File: config.mk
export PLATFORM = sky130hd
export DESIGN_NAME = multicycle_controller
export DESIGN_NICKNAME = d
export VERILOG_FILES = /design/src/rtl/multicycle_controller.sv
export SDC_FILE = /design/constraint.sdc
export NUM_CORES = 1
export LEC_CHECK = 0
export BUFFER_PORTS_ARGS = -buffer_cell sky130_fd_sc_hd__buf_2
export CORE_ASPECT_RATIO = 0.75
export CORE_UTILIZATION = 30
export DETAILED_ROUTE_END_ITERATION = 6
export PLACE_DENSITY = 0.62
export SLEW_MARGIN = 20
export SYNTH_ARGS = -nofsm -noshare
export SYNTH_HDL_FRONTEND = slang
export SYNTH_SLANG_ARGS = --single-unit
File: constraint.sdc
create_clock -name clk -period 1.4 [get_ports clk]
set_input_delay 0.14 -clock clk [delete_from_list [all_inputs] [get_ports clk]]
set_output_delay 0.14 -clock clk [all_outputs]
set_load 0.05 [all_outputs]
File: src/rtl/multicycle_controller.sv
// Main control FSM of the multi-cycle RV32I core: sequences the shared ALU,
// the single memory port and the immediate generator, stalling on mem_ready.
module multicycle_controller #(
  parameter int OP_WIDTH = 7
) (
  input  logic                clk,
  input  logic                rst_n,
  input  logic [OP_WIDTH-1:0] op,
  input  logic [2:0]          funct3,
  input  logic                zero,
  input  logic                mem_ready,
  output logic [2:0]          ImmSrc,
  output logic [1:0]          ALUSrcA,
  output logic [1:0]          ALUSrcB,
  output logic [1:0]          ALUOp,
  output logic [1:0]          ResultSrc,
  output logic                AdrSrc,
  output logic                IRWrite,
  output logic                PCWrite,
  output logic                RegWrite,
  output logic                MemWrite,
  output logic                instr_done,
  output logic                illegal_op
);

  localparam logic [OP_WIDTH-1:0] OP_LOAD  = 7'b0000011;
  localparam logic [OP_WIDTH-1:0] OP_STORE = 7'b0100011;
  localparam logic [OP_WIDTH-1:0] OP_R     = 7'b0110011;
  localparam logic [OP_WIDTH-1:0] OP_I     = 7'b0010011;
  localparam logic [OP_WIDTH-1:0] OP_BR    = 7'b1100011;
  localparam logic [OP_WIDTH-1:0] OP_JAL   = 7'b1101111;
  localparam logic [OP_WIDTH-1:0] OP_JALR  = 7'b1100111;
  localparam logic [OP_WIDTH-1:0] OP_LUI   = 7'b0110111;
  localparam logic [OP_WIDTH-1:0] OP_AUIPC = 7'b0010111;

  typedef enum logic [3:0] {
    FETCH, DECODE, MEMADR, MEMREAD, MEMWB, MEMWRITE, EXECR,
    EXECI, ALUWB, BRANCH, JALR, JAL, LUI, AUIPC
  } state_t;

  state_t state_q, state_d;

  always_ff @(posedge clk) begin
    if (!rst_n) state_q <= FETCH;
    else        state_q <= state_d;
  end

  always_comb begin
    state_d = state_q;
    case (state_q)
      FETCH:    if (mem_ready) state_d = DECODE;
      DECODE: begin
        case (op)
          OP_LOAD, OP_STORE: state_d = MEMADR;
          OP_R:              state_d = EXECR;
          OP_I:              state_d = EXECI;
          OP_BR:             state_d = BRANCH;
          OP_JAL:            state_d = JAL;
          OP_JALR:           state_d = JALR;
          OP_LUI:            state_d = LUI;
          OP_AUIPC:          state_d = AUIPC;
          default:           state_d = FETCH;
        endcase
      end
      MEMADR:   state_d = (op == OP_LOAD) ? MEMREAD : MEMWRITE;
      MEMREAD:  if (mem_ready) state_d = MEMWB;
      MEMWB:    state_d = FETCH;
      MEMWRITE: if (mem_ready) state_d = FETCH;
      EXECR:    state_d = ALUWB;
      EXECI:    state_d = ALUWB;
      ALUWB:    state_d = FETCH;
      BRANCH:   state_d = FETCH;
      JALR:     state_d = JAL;
      JAL:      state_d = ALUWB;
      LUI:      state_d = FETCH;
      AUIPC:    state_d = ALUWB;
      default:  state_d = FETCH;
    endcase
  end

  // Everything is forced low while rst_n is held, whatever the state register holds.
  always_comb begin
    ImmSrc     = 3'b000;
    ALUSrcA    = 2'b00;
    ALUSrcB    = 2'b00;
    ALUOp      = 2'b00;
    ResultSrc  = 2'b00;
    AdrSrc     = 1'b0;
    IRWrite    = 1'b0;
    PCWrite    = 1'b0;
    RegWrite   = 1'b0;
    MemWrite   = 1'b0;
    instr_done = 1'b0;
    illegal_op = 1'b0;
    if (rst_n) begin
      case (op)
        OP_STORE:         ImmSrc = 3'b001;
        OP_BR:            ImmSrc = 3'b010;
        OP_JAL:           ImmSrc = 3'b011;
        OP_LUI, OP_AUIPC: ImmSrc = 3'b100;
        default:          ImmSrc = 3'b000;
      endcase
      case (state_q)
        FETCH: begin
          ALUSrcB   = 2'b10;
          ResultSrc = 2'b10;
          IRWrite   = mem_ready;
          PCWrite   = mem_ready;
        end
        DECODE: begin
          ALUSrcA = 2'b01;
          ALUSrcB = 2'b01;
          case (op)
            OP_LOAD, OP_STORE, OP_R, OP_I, OP_BR,
            OP_JAL, OP_JALR, OP_LUI, OP_AUIPC: illegal_op = 1'b0;
            default: begin
              illegal_op = 1'b1;
              instr_done = 1'b1;
            end
          endcase
        end
        MEMADR: begin
          ALUSrcA = 2'b10;
          ALUSrcB = 2'b01;
        end
        MEMREAD:  AdrSrc = 1'b1;
        MEMWB: begin
          ResultSrc  = 2'b01;
          RegWrite   = 1'b1;
          instr_done = 1'b1;
        end
        MEMWRITE: begin
          AdrSrc     = 1'b1;
          MemWrite   = 1'b1;
          instr_done = mem_ready;
        end
        EXECR: begin
          ALUSrcA = 2'b10;
          ALUOp   = 2'b10;
        end
        EXECI: begin
          ALUSrcA = 2'b10;
          ALUSrcB = 2'b01;
          ALUOp   = 2'b10;
        end
        ALUWB: begin
          RegWrite   = 1'b1;
          instr_done = 1'b1;
        end
        BRANCH: begin
          ALUSrcA    = 2'b10;
          ALUOp      = 2'b01;
          instr_done = 1'b1;
          case (funct3)
            3'b000:  PCWrite = zero;
            3'b001:  PCWrite = ~zero;
            default: PCWrite = 1'b0;
          endcase
        end
        JALR: begin
          ALUSrcA = 2'b10;
          ALUSrcB = 2'b01;
        end
        // Target already sits in ALUOut; the ALU meanwhile forms the link value.
        JAL: begin
          ALUSrcA = 2'b01;
          ALUSrcB = 2'b10;
          PCWrite = 1'b1;
        end
        LUI: begin
          ResultSrc  = 2'b11;
          RegWrite   = 1'b1;
          instr_done = 1'b1;
        end
        AUIPC: begin
          ALUSrcA = 2'b01;
          ALUSrcB = 2'b01;
        end
        default: ;
      endcase
    end
  end

endmodule

==> flow_summary.ini, run 1 <==
[pwr]
total_power_mw = 0.6093
leakage_nw = 0.7418
powerDensity_nw_per_um2 = 337.0
p_sw_mw = 0.2465
ir_drop_uv = 148.4
pwr-share-clk = 0.237
seqPwrFrac = 0.195
p_sw_frac = 0.4045
p_int_mw = 0.3628
p_comb_frac = 0.568

[clock_network]
cts_tree = done
root_buffer = clkbuf_4
path_clk_slew_ns = 0.04
cts.sinks = 4
cts-htree-levels = 1
cts_buffer_depth = 2
numCtsBuffers = 3
clk_latency_ns = 0.24
cts_hold_buffers = 0

[logic_synthesis]
synth_compound_area_frac = 0.2740
synth_top_cells_by_count = nor2_1 (18), a21oi_1 (11), nand3_1 (8), nor3_1 (8), nand2b_1 (6)
synthTopCellsByArea = dfxtp_1 (10%), nor2_1 (8.7%), a21oi_1 (7.1%), nand3_1 (5.1%), nor3_1 (5.1%)
synth_simple_gate_area_frac = 0.4343
synthArstFlopShare = 0
synth_seq_cells = 4
yosysMostFrequentCell = nor2_1
synth_xor_area_frac = 0.04487
synth_top_area_cell = dfxtp_1
yosys.area_share.adder = 0
synth_top_area_frac = 0.1026
synthMuxAreaShare = 0.04006
postSynthCellCount = 120
synth_top_family_by_area = simple AND/OR/NAND/NOR gates
synth_ff_type = dfxtp_1
yosysSeqAreaShare = 0.1026
syn_area_um2 = 780.7
avgSynthCellArea_um2 = 6.506
synth_edf_count = 0
synthesis.nets = 134
yosys_warnings = 0
yosysUniqueCellTypes = 44

[sta]
setup_ws_ns = -0.4087
period_needed_ns = 1.809
fmax_mhz = 552.9
fin_crit_sh = 1.292
finalClockSkew_ns = 0.003059
finalSetupViolations = 18
relSlewSlack = 0.6901
tightest_slew_ns = 0.4648
slew_violations = 0
finalHoldViolCount = 0
grt_setup_unrepaired = yes

[grt]
antenna_found_initial = 0
grt-ovfl-total = 0
track_usage = 0.2353
grt_pass1_vias = 1036
grt_max_degree = 19
grt_pass1_wl_mm = 4.912

[die]
fp.dieH_um = 46.18
initial_core_util = 0.3276
io_pins = 32
die_x_um = 60.91
fp-row-count = 15
die-area_um2 = 2813
core_region_area_um2 = 2384

[outcome]
status = complete, but fails checks
violations = setup timing

[cells_and_area]
layout-drive-gt1-share = 0.7120
top_register = state_q
n_antenna_cell = 0
syn2layout_area_growth_pct = 131.6
largest_reg_flops = 4
instances_no_fill = 225
num-fill-cells = 164
fin_nets = 207
reg_top3 = state_q x4

[drt]
drc_errors = 0
avgRoutedWirePerCell_um = 17.10
via_per_inst = 5.782
vias = 1301
ant_nets = 0
wl_mm = 3.848
drt_iter0_markers = 93
firstDrtPassIters = 6

[worst_setup_path]
worstReg2RegStart = state_q[3]
cp_max_fo = 2
crit_slowest_cell = or4_4
slowest_delay_ns = 0.47
arrival_ns = 1.67
crit_type = reg -> out
worstSetupEndpoint = PCWrite
rrSetupSlack_ns = -0.13
cp-end-kind = output port
startpoint_type = flop
r2r_cells = 8
reg2reg_to = state_q[3]
crit_start = state_q[1]
cp.required_ns = 1.26
crit_chain = nand2b_4 > or4_4 > o22ai_2 > and2_4 > buf_8

[placed_design]
dp.cells = 209
port_buffers = 31
place_hpwl_mm = 2.211
finalWeightedCongestion = 0.8200

[flow_run]
max-cap-violations = 0

[min_path]
worstHoldPathType = in -> reg
==> area by class of cell <==
type	count	area (µm²)	share of cell area
Multi-Input combinational cell	100	939.7	0.5197
Timing Repair Buffer	80	695.7	0.3848
Inverter	4	15.01	0.008305
Sequential cell	4	92.59	0.05121
Tap cell	34	42.54	0.02353
Clock buffer	3	22.52	0.01246
==> worst max-delay path: cells and delay by family (launching register included) <==
family | cells | cell delay (ns)
simple gates | 3 | 0.78
flops | 1 | 0.33
compound gates | 1 | 0.19
buf+inv | 1 | 0.13
==> cells in the final DEF, fill, tap and decap left out, drive strengths merged <==
master / Yosys / final
buf: 9 / 79
nor2: 18 / 18
a21oi: 12 / 12
nand3: 8 / 8
nor3: 8 / 8
nand2b: 7 / 7
nand2: 5 / 5
clkbuf: 3 / 4
o21ai: 4 / 4
dfxtp: 4 / 4
nor2b: 4 / 4
inv: 3 / 4
and2: 3 / 3
or3: 3 / 3
o32ai: 3 / 3
xor2: 2 / 2
xnor2: 2 / 2
nor4b: 2 / 2
mux2i: 2 / 2
a211oi: 2 / 2
mux2: 1 / 1
or4: 1 / 1
o22ai: 1 / 1
and3: 1 / 1
nor4: 1 / 1
o311a: 1 / 1
nand4: 1 / 1
o21a: 1 / 1
a2111o: 1 / 1
o2111ai: 1 / 1
a41oi: 1 / 1
o31a: 1 / 1
a21o: 1 / 1
a2bb2oi: 1 / 1
o221a: 1 / 1
==> power groups by stage <==
stage	clock, mW	sequential [mW]	combinational [mW]
after CTS	0.151	0.117	0.298
after detailed placement	0	0.126	0.256
final	0.144	0.119	0.346
after global placement	0	0.125	0.252
after floorplan	0	0.119	0.177
after global routing	0.158	0.119	0.362
==> what timing repair did <==
action,4_1_cts,5_1_grt
gates resized for setup,56,42
setup buffers,3,10
cloned,1,0
pin swaps,4,18
endpoints found under the setup margin,19,19
==> per-layer routing <==
layer / part of all wire / GRT usage / routed length (µm)
met1: 0.40 / 0.3322 / 1558
met2: 0.49 / 0.3890 / 1901
met3: 0.064 / 0.01685 / 248
met4: 0.036 / 0.05909 / 139
met5: 0 / 0 / 0
==> cells by family (layout without fill, tap and decap cells) <==
| logic type | count (synthesis) | count (layout) |
|---|---|---|
| flops | 4 | 4 |
| compound gates | 31 | 31 |
| xor+xnor | 4 | 4 |
| simple gates | 62 | 62 |
| buf+inv | 16 | 87 |
| mux | 3 | 3 |
==> how the worst min path moves through the flow <==
| stage | from | to | slack, ns | cells after the start |
|---|---|---|---|---|
| finish | rst_n | state_q[1] | 0.38 | 3 |
| global route | rst_n | state_q[1] | 0.38 | 3 |
| CTS | rst_n | state_q[0] | 0.36 | 3 |
| detailed placement | rst_n | state_q[1] | 0.60 | 3 |
| global placement | rst_n | state_q[0] | 0.60 | 3 |
| floorplan | op[4] | state_q[3] | 0.44 | 3 |
==> metrics by stage <==
stage / setup TNS [ns] / worst slack (ns) / area (µm²) / hold slack, ns / utilization
3_3_place_gp: -1.295 / -0.1742 / 1325 / 0.5971 / 0.5559
4_1_cts: -2.785 / -0.3693 / 1560 / 0.3623 / 0.6546
5_1_grt: -3.678 / -0.4471 / 1808 / 0.3824 / 0.7585
2_1_floorplan: -0.2601 / -0.08781 / 969.7 / 0.4351 / -
3_5_place_dp: -1.928 / -0.2379 / 1325 / 0.6018 / 0.5559
6_report: -2.858 / -0.4087 / 1808 / 0.3775 / 0.7585
Note: power is estimated with default switching activity, not from simulation.
==> inputs of run 2 (changes only) <==
Settings changed: BUFFER_PORTS_ARGS -buffer_cell sky130_fd_sc_hd__buf_2 to unset, DONT_BUFFER_PORTS set to 1, PLACE_DENSITY 0.62 to 0.5.
Clock period 1.4 ns to 1.75 ns, I/O delays scaled along.
==> run 2 against run 1 <==
  * The flow still finishes with violations (setup timing)
  * Final cell count decreased by 23%
  * First-iteration DRC count is 68% lower
  * Combinational power shrank 60%
  * Via count down 26%
  * Clock-buffer cell count stayed put
  * Total power fell by 42%
  * Critical path depth is the same
  * Sequential cell count did not move
  * Utilization shrank 31 points
  * Global-route usage down 6.1 points
  * Worst setup slack gained 0.35 ns
  * Largest cell class unchanged
  * Highest routed layer unchanged
==> flow_summary.ini, run 2 (synthesized netlist as in run 1, its figures left out) <==
[outcome]
status = complete, but fails checks
violations = setup timing

[cells_and_area]
final_core_util = 0.4493
multi_input_area_um2 = 674.4
syn2layout_area_growth_pct = 37.18
top_register = state_q
layout-drive-gt1-share = 0.3597
num-fill-cells = 250
n_antenna_cell = 0
seqCellArea_um2 = 82.58
final_common_cell = buf_4
reg_top3 = state_q x4
fin_nets = 155
layout_common_cells = buf_4 (24), nor2_1 (17), a21oi_1 (11)
largest_reg_flops = 4

[pwr]
powerDensity_nw_per_um2 = 329.8
ir_drop_uv = 104.8
leakage_nw = 0.4111

[drt]
wl_mm = 2.338
vias = 964
avgRoutedWirePerCell_um = 13.51
firstDrtPassIters = 4
drc_errors = 0
via_per_inst = 5.572
drt_iter0_markers = 30
ant_nets = 0

[worst_setup_path]
cp-end-kind = output port
crit_chain = nand2b_4 > or4_4 > o22ai_2 > and2_4 > buf_12
slowest_delay_ns = 0.48
cp.required_ns = 1.57
cp_max_fo = 3
startpoint_type = flop
crit_type = reg -> out
path_buf_inv = 1
crit_slowest_cell = or4_4
arrival_ns = 1.63
path_delay_family = simple AND/OR/NAND/NOR gates

[die]
die_x_um = 60.91
initial_core_util = 0.3276
core_region_area_um2 = 2384
die-area_um2 = 2813
fp.dieH_um = 46.18
io_pins = 32
fp-row-count = 15

[sta]
period_needed_ns = 1.805
fmax_mhz = 554.2
finalClockSkew_ns = 0.002961
slew_violations = 0
relSlewSlack = 0.7662
finalHoldViolCount = 0
grt_setup_unrepaired = yes
tightest_slew_ns = 0.3502
setup_ws_ns = -0.05450
fin_crit_sh = 1.031
finalSetupViolations = 1
timing.hold.ws_ns = 0.06786

[clock_network]
clk_latency_ns = 0.24
cts.sinks = 4
root_buffer = clkbuf_4
cts_buffer_depth = 2
cts_tree = done
numCtsBuffers = 3
cts-htree-levels = 1
path_clk_slew_ns = 0.04

[grt]
grt_pass1_vias = 773
track_usage = 0.1740
antenna_found_initial = 0
grt_max_degree = 21
grt_pass1_wl_mm = 3.594
grt-ovfl-total = 0

[placed_design]
post-place-ws_ns = 0.1262
port_buffers = 0
finalWeightedCongestion = 0.7966
place_hpwl_mm = 1.688

[flow_run]
max-cap-violations = 0

[min_path]
worstHoldPathType = in -> reg
[run 2: final timing paths]
kind	slack (ns)	from	cells after the start	end
worst max-delay path	-0.05	state_q[1]	5	PCWrite
worst min-delay path	0.07	rst_n	1	state_q[0]
worst max register to register	0.20	state_q[3]	6	state_q[3]
worst min register to register	0.69	state_q[3]	4	state_q[3]
[run 2: what timing repair did]
| action | 4_1_cts | 5_1_grt |
|---|---|---|
| pin swaps | 0 | 3 |
| setup buffers | 0 | 2 |
| setup endpoints to repair | 5 | 5 |
| hold buffers | 0 | 0 |
| resized for setup | 4 | 6 |
[run 2: power by group]
group	switching, mW	leakage [nW]	internal (mW)
logic	0.0839	0.364	0.0534
clock network	0.0375	0.0138	0.0767
registers	0.00789	0.0333	0.0939
total	0.129	0.411	0.224
[run 2: routing by layer]
metal	GRT usage	vias to the layer above	routed length [µm]
met1	0.2368	444	1090
met2	0.2703	44	1045
met3	0.03371	4	175
met5	0	-	0
met4	0.06818	0	27
li1	-	472	-
[run 2: metrics by stage]
step	TNS [ns]	cell area (µm²)	instances	power (mW)
final	-0.05450	1071	173	0.3532
after global routing	-0.2134	1071	173	0.3772
after CTS	-0.09084	1031	171	0.3541
after detailed placement	0	997.2	168	0.2349
after global placement	0	997.2	168	0.2335
after floorplan	-0.1980	813.3	120	0.2122
[run 2: area by class of cell]
cell class	instances	share of cell area
multi-input cells	100	0.6297
flip-flops and latches	4	0.07710
well taps	34	0.03972
repair buffers	28	0.2185
clock buffers	3	0.02103
inverters	4	0.01402
==> inputs of run 3 (changes only) <==
Settings changed: CELL_PAD_IN_SITES_DETAIL_PLACEMENT set to 1, CELL_PAD_IN_SITES_GLOBAL_PLACEMENT set to 2, PLACE_DENSITY 0.5 to 0.81.
==> run 3 against run 2 <==
  * Register-to-register slack improved by 0.13 ns
  * Sequential power about the same
  * Total power rose by 1.2%
  * Clock power hardly changed
  * The run still ends with setup timing left
  * Final cell count fell by 1.7%
  * Utilization down 0.052 points
  * Clock skew decreased by 0.0011 ns
  * Largest power group unchanged
  * First-iteration DRC count increased by 3.3%
  * Highest routed layer unchanged
  * Critical path depth did not move
==> flow_summary.ini, run 3 (synthesized netlist as in run 1, its figures left out) <==
[outcome]
status = complete, but fails checks
violations = setup timing

[sta]
finalClockSkew_ns = 0.001822
grt_setup_unrepaired = yes
relSlewSlack = 0.7673
setup_ws_ns = -0.03426
slew_violations = 0
tns_ns = -0.03426
finalHoldViolCount = 0
finalSetupViolations = 1
period_needed_ns = 1.784
fmax_mhz = 560.5
tightest_slew_ns = 0.3491
fin_crit_sh = 1.020

[worst_setup_path]
path_delay_family = simple AND/OR/NAND/NOR gates
rrSetupSlack_ns = 0.33
arrival_ns = 1.61
slowest_delay_ns = 0.46
path_buf_inv = 1
worstReg2RegStart = state_q[1]
crit_type = reg -> out
cp_max_fo = 3
startpoint_type = flop
cp-end-kind = output port
reg2reg_to = state_q[3]
cp.required_ns = 1.57
crit_slowest_cell = or4_1
crit_chain = nand2b_4 > or4_1 > o22ai_1 > and2_4 > buf_12
r2r_cells = 5

[clock_network]
cts_hold_buffers = 0
cts_buffer_depth = 2
clk_latency_ns = 0.24
cts-htree-levels = 1
cts.sinks = 4
numCtsBuffers = 3
root_buffer = clkbuf_4
path_clk_slew_ns = 0.04
cts_tree = done
post_cts_buffers = 0

[die]
die-area_um2 = 2813
die_x_um = 60.91
io_pins = 32
initial_core_util = 0.3276
core_region_area_um2 = 2384
fp.dieH_um = 46.18
fp-row-count = 15

[flow_run]
max-cap-violations = 0

[grt]
grt_pass1_wl_mm = 4.243
grt-ovfl-total = 0
grt_pass1_vias = 868
track_usage = 0.2061
antenna_found_initial = 0
grt_max_degree = 21

[pwr]
powerDensity_nw_per_um2 = 334.1
seqPwrFrac = 0.282
pwr-share-clk = 0.326
p_comb_frac = 0.393
p_sw_mw = 0.1341
p_int_mw = 0.2234
p_sw_frac = 0.3751
leakage_nw = 0.3972
ir_drop_uv = 103.1

[placed_design]
place_hpwl_mm = 2.009
port_buffers = 0
finalWeightedCongestion = 0.8022
place_area_um2 = 989.7

[drt]
via_per_inst = 5.476
firstDrtPassIters = 4
ant_nets = 0
wl_mm = 2.654
avgRoutedWirePerCell_um = 15.61
vias = 931
drc_errors = 0
drt_iter0_markers = 31

[cells_and_area]
final_common_cell = buf_4
design_area_um2 = 1070
final_core_util = 0.4488
fin_nets = 152
layout-drive-gt1-share = 0.3603
n_antenna_cell = 0
layout_common_cells = buf_4 (18), nor2_1 (17), a21oi_1 (11)
reg_top3 = state_q x4
num-fill-cells = 311
syn2layout_area_growth_pct = 37.02
largest_reg_flops = 4
top_register = state_q

[min_path]
whs_endpoint = state_q[1]
min-delay-start = rst_n
hold_path_depth = 1
worstHoldPathType = in -> reg
[run 3: power by group through the flow]
| stage | sequential, mW | combinational (mW) | clock (mW) |
|---|---|---|---|
| after floorplan | 0.0952 | 0.117 | 0 |
| after global placement | 0.103 | 0.132 | 0 |
| after detailed placement | 0.103 | 0.135 | 0 |
| after CTS | 0.102 | 0.138 | 0.120 |
| after global routing | 0.101 | 0.151 | 0.125 |
| final | 0.101 | 0.140 | 0.116 |
[run 3: worst reg2reg max path, cell delays in order, from the launching register on]
cell and delay, ns:
dfxtp_2 0.33, buf_6 0.20, nand2b_1 0.21, or3_1 0.40, o2111ai_1 0.11, a21oi_2 0.05
[run 3: through the flow]
step / cells / power, mW / setup slack, ns / hold WS, ns
finish: 170 / 0.3575 / -0.03426 / 0.06086
global route: 170 / 0.3768 / -0.08024 / 0.05555
CTS: 170 / 0.3602 / -0.05703 / 0.05295
detailed placement: 167 / 0.2383 / 0.1297 / 0.2999
global placement: 167 / 0.2345 / 0.1531 / 0.2989
floorplan: 120 / 0.2122 / -0.08663 / 0.4702
[run 3: how the worst max path moves through the flow]
stage,start,end,slack (ns),cells after the start
3_5_place_dp,state_q[3],PCWrite,0.13,5
5_1_grt,state_q[1],PCWrite,-0.08,5
2_1_floorplan,state_q[1],RegWrite,-0.09,4
3_3_place_gp,state_q[0],instr_done,0.15,4
6_report,state_q[1],PCWrite,-0.03,5
4_1_cts,state_q[1],PCWrite,-0.06,5
[run 3: timing repair]
item,CTS,global route
pin swaps,2,0
endpoints found under the setup margin,8,5
resized for setup,10,7
[run 3: cell type report]
| type | count | area [µm²] | area share |
|---|---|---|---|
| inverter | 4 | 15.01 | 0.01404 |
| multi-input combinational | 100 | 679.4 | 0.6351 |
| timing repair buffer | 25 | 222.7 | 0.2082 |
| tap | 34 | 42.54 | 0.03977 |
| clock buffer | 3 | 22.52 | 0.02105 |
| sequential | 4 | 87.58 | 0.08187 |
[run 3: routing by layer]
metal,global-route usage,routed length (µm),vias to the layer above
li1,-,-,464
met1,0.2997,1261,449
met2,0.3165,1269,16
met3,0.03652,103,2
met4,0.04091,20,0
met5,0,0,-
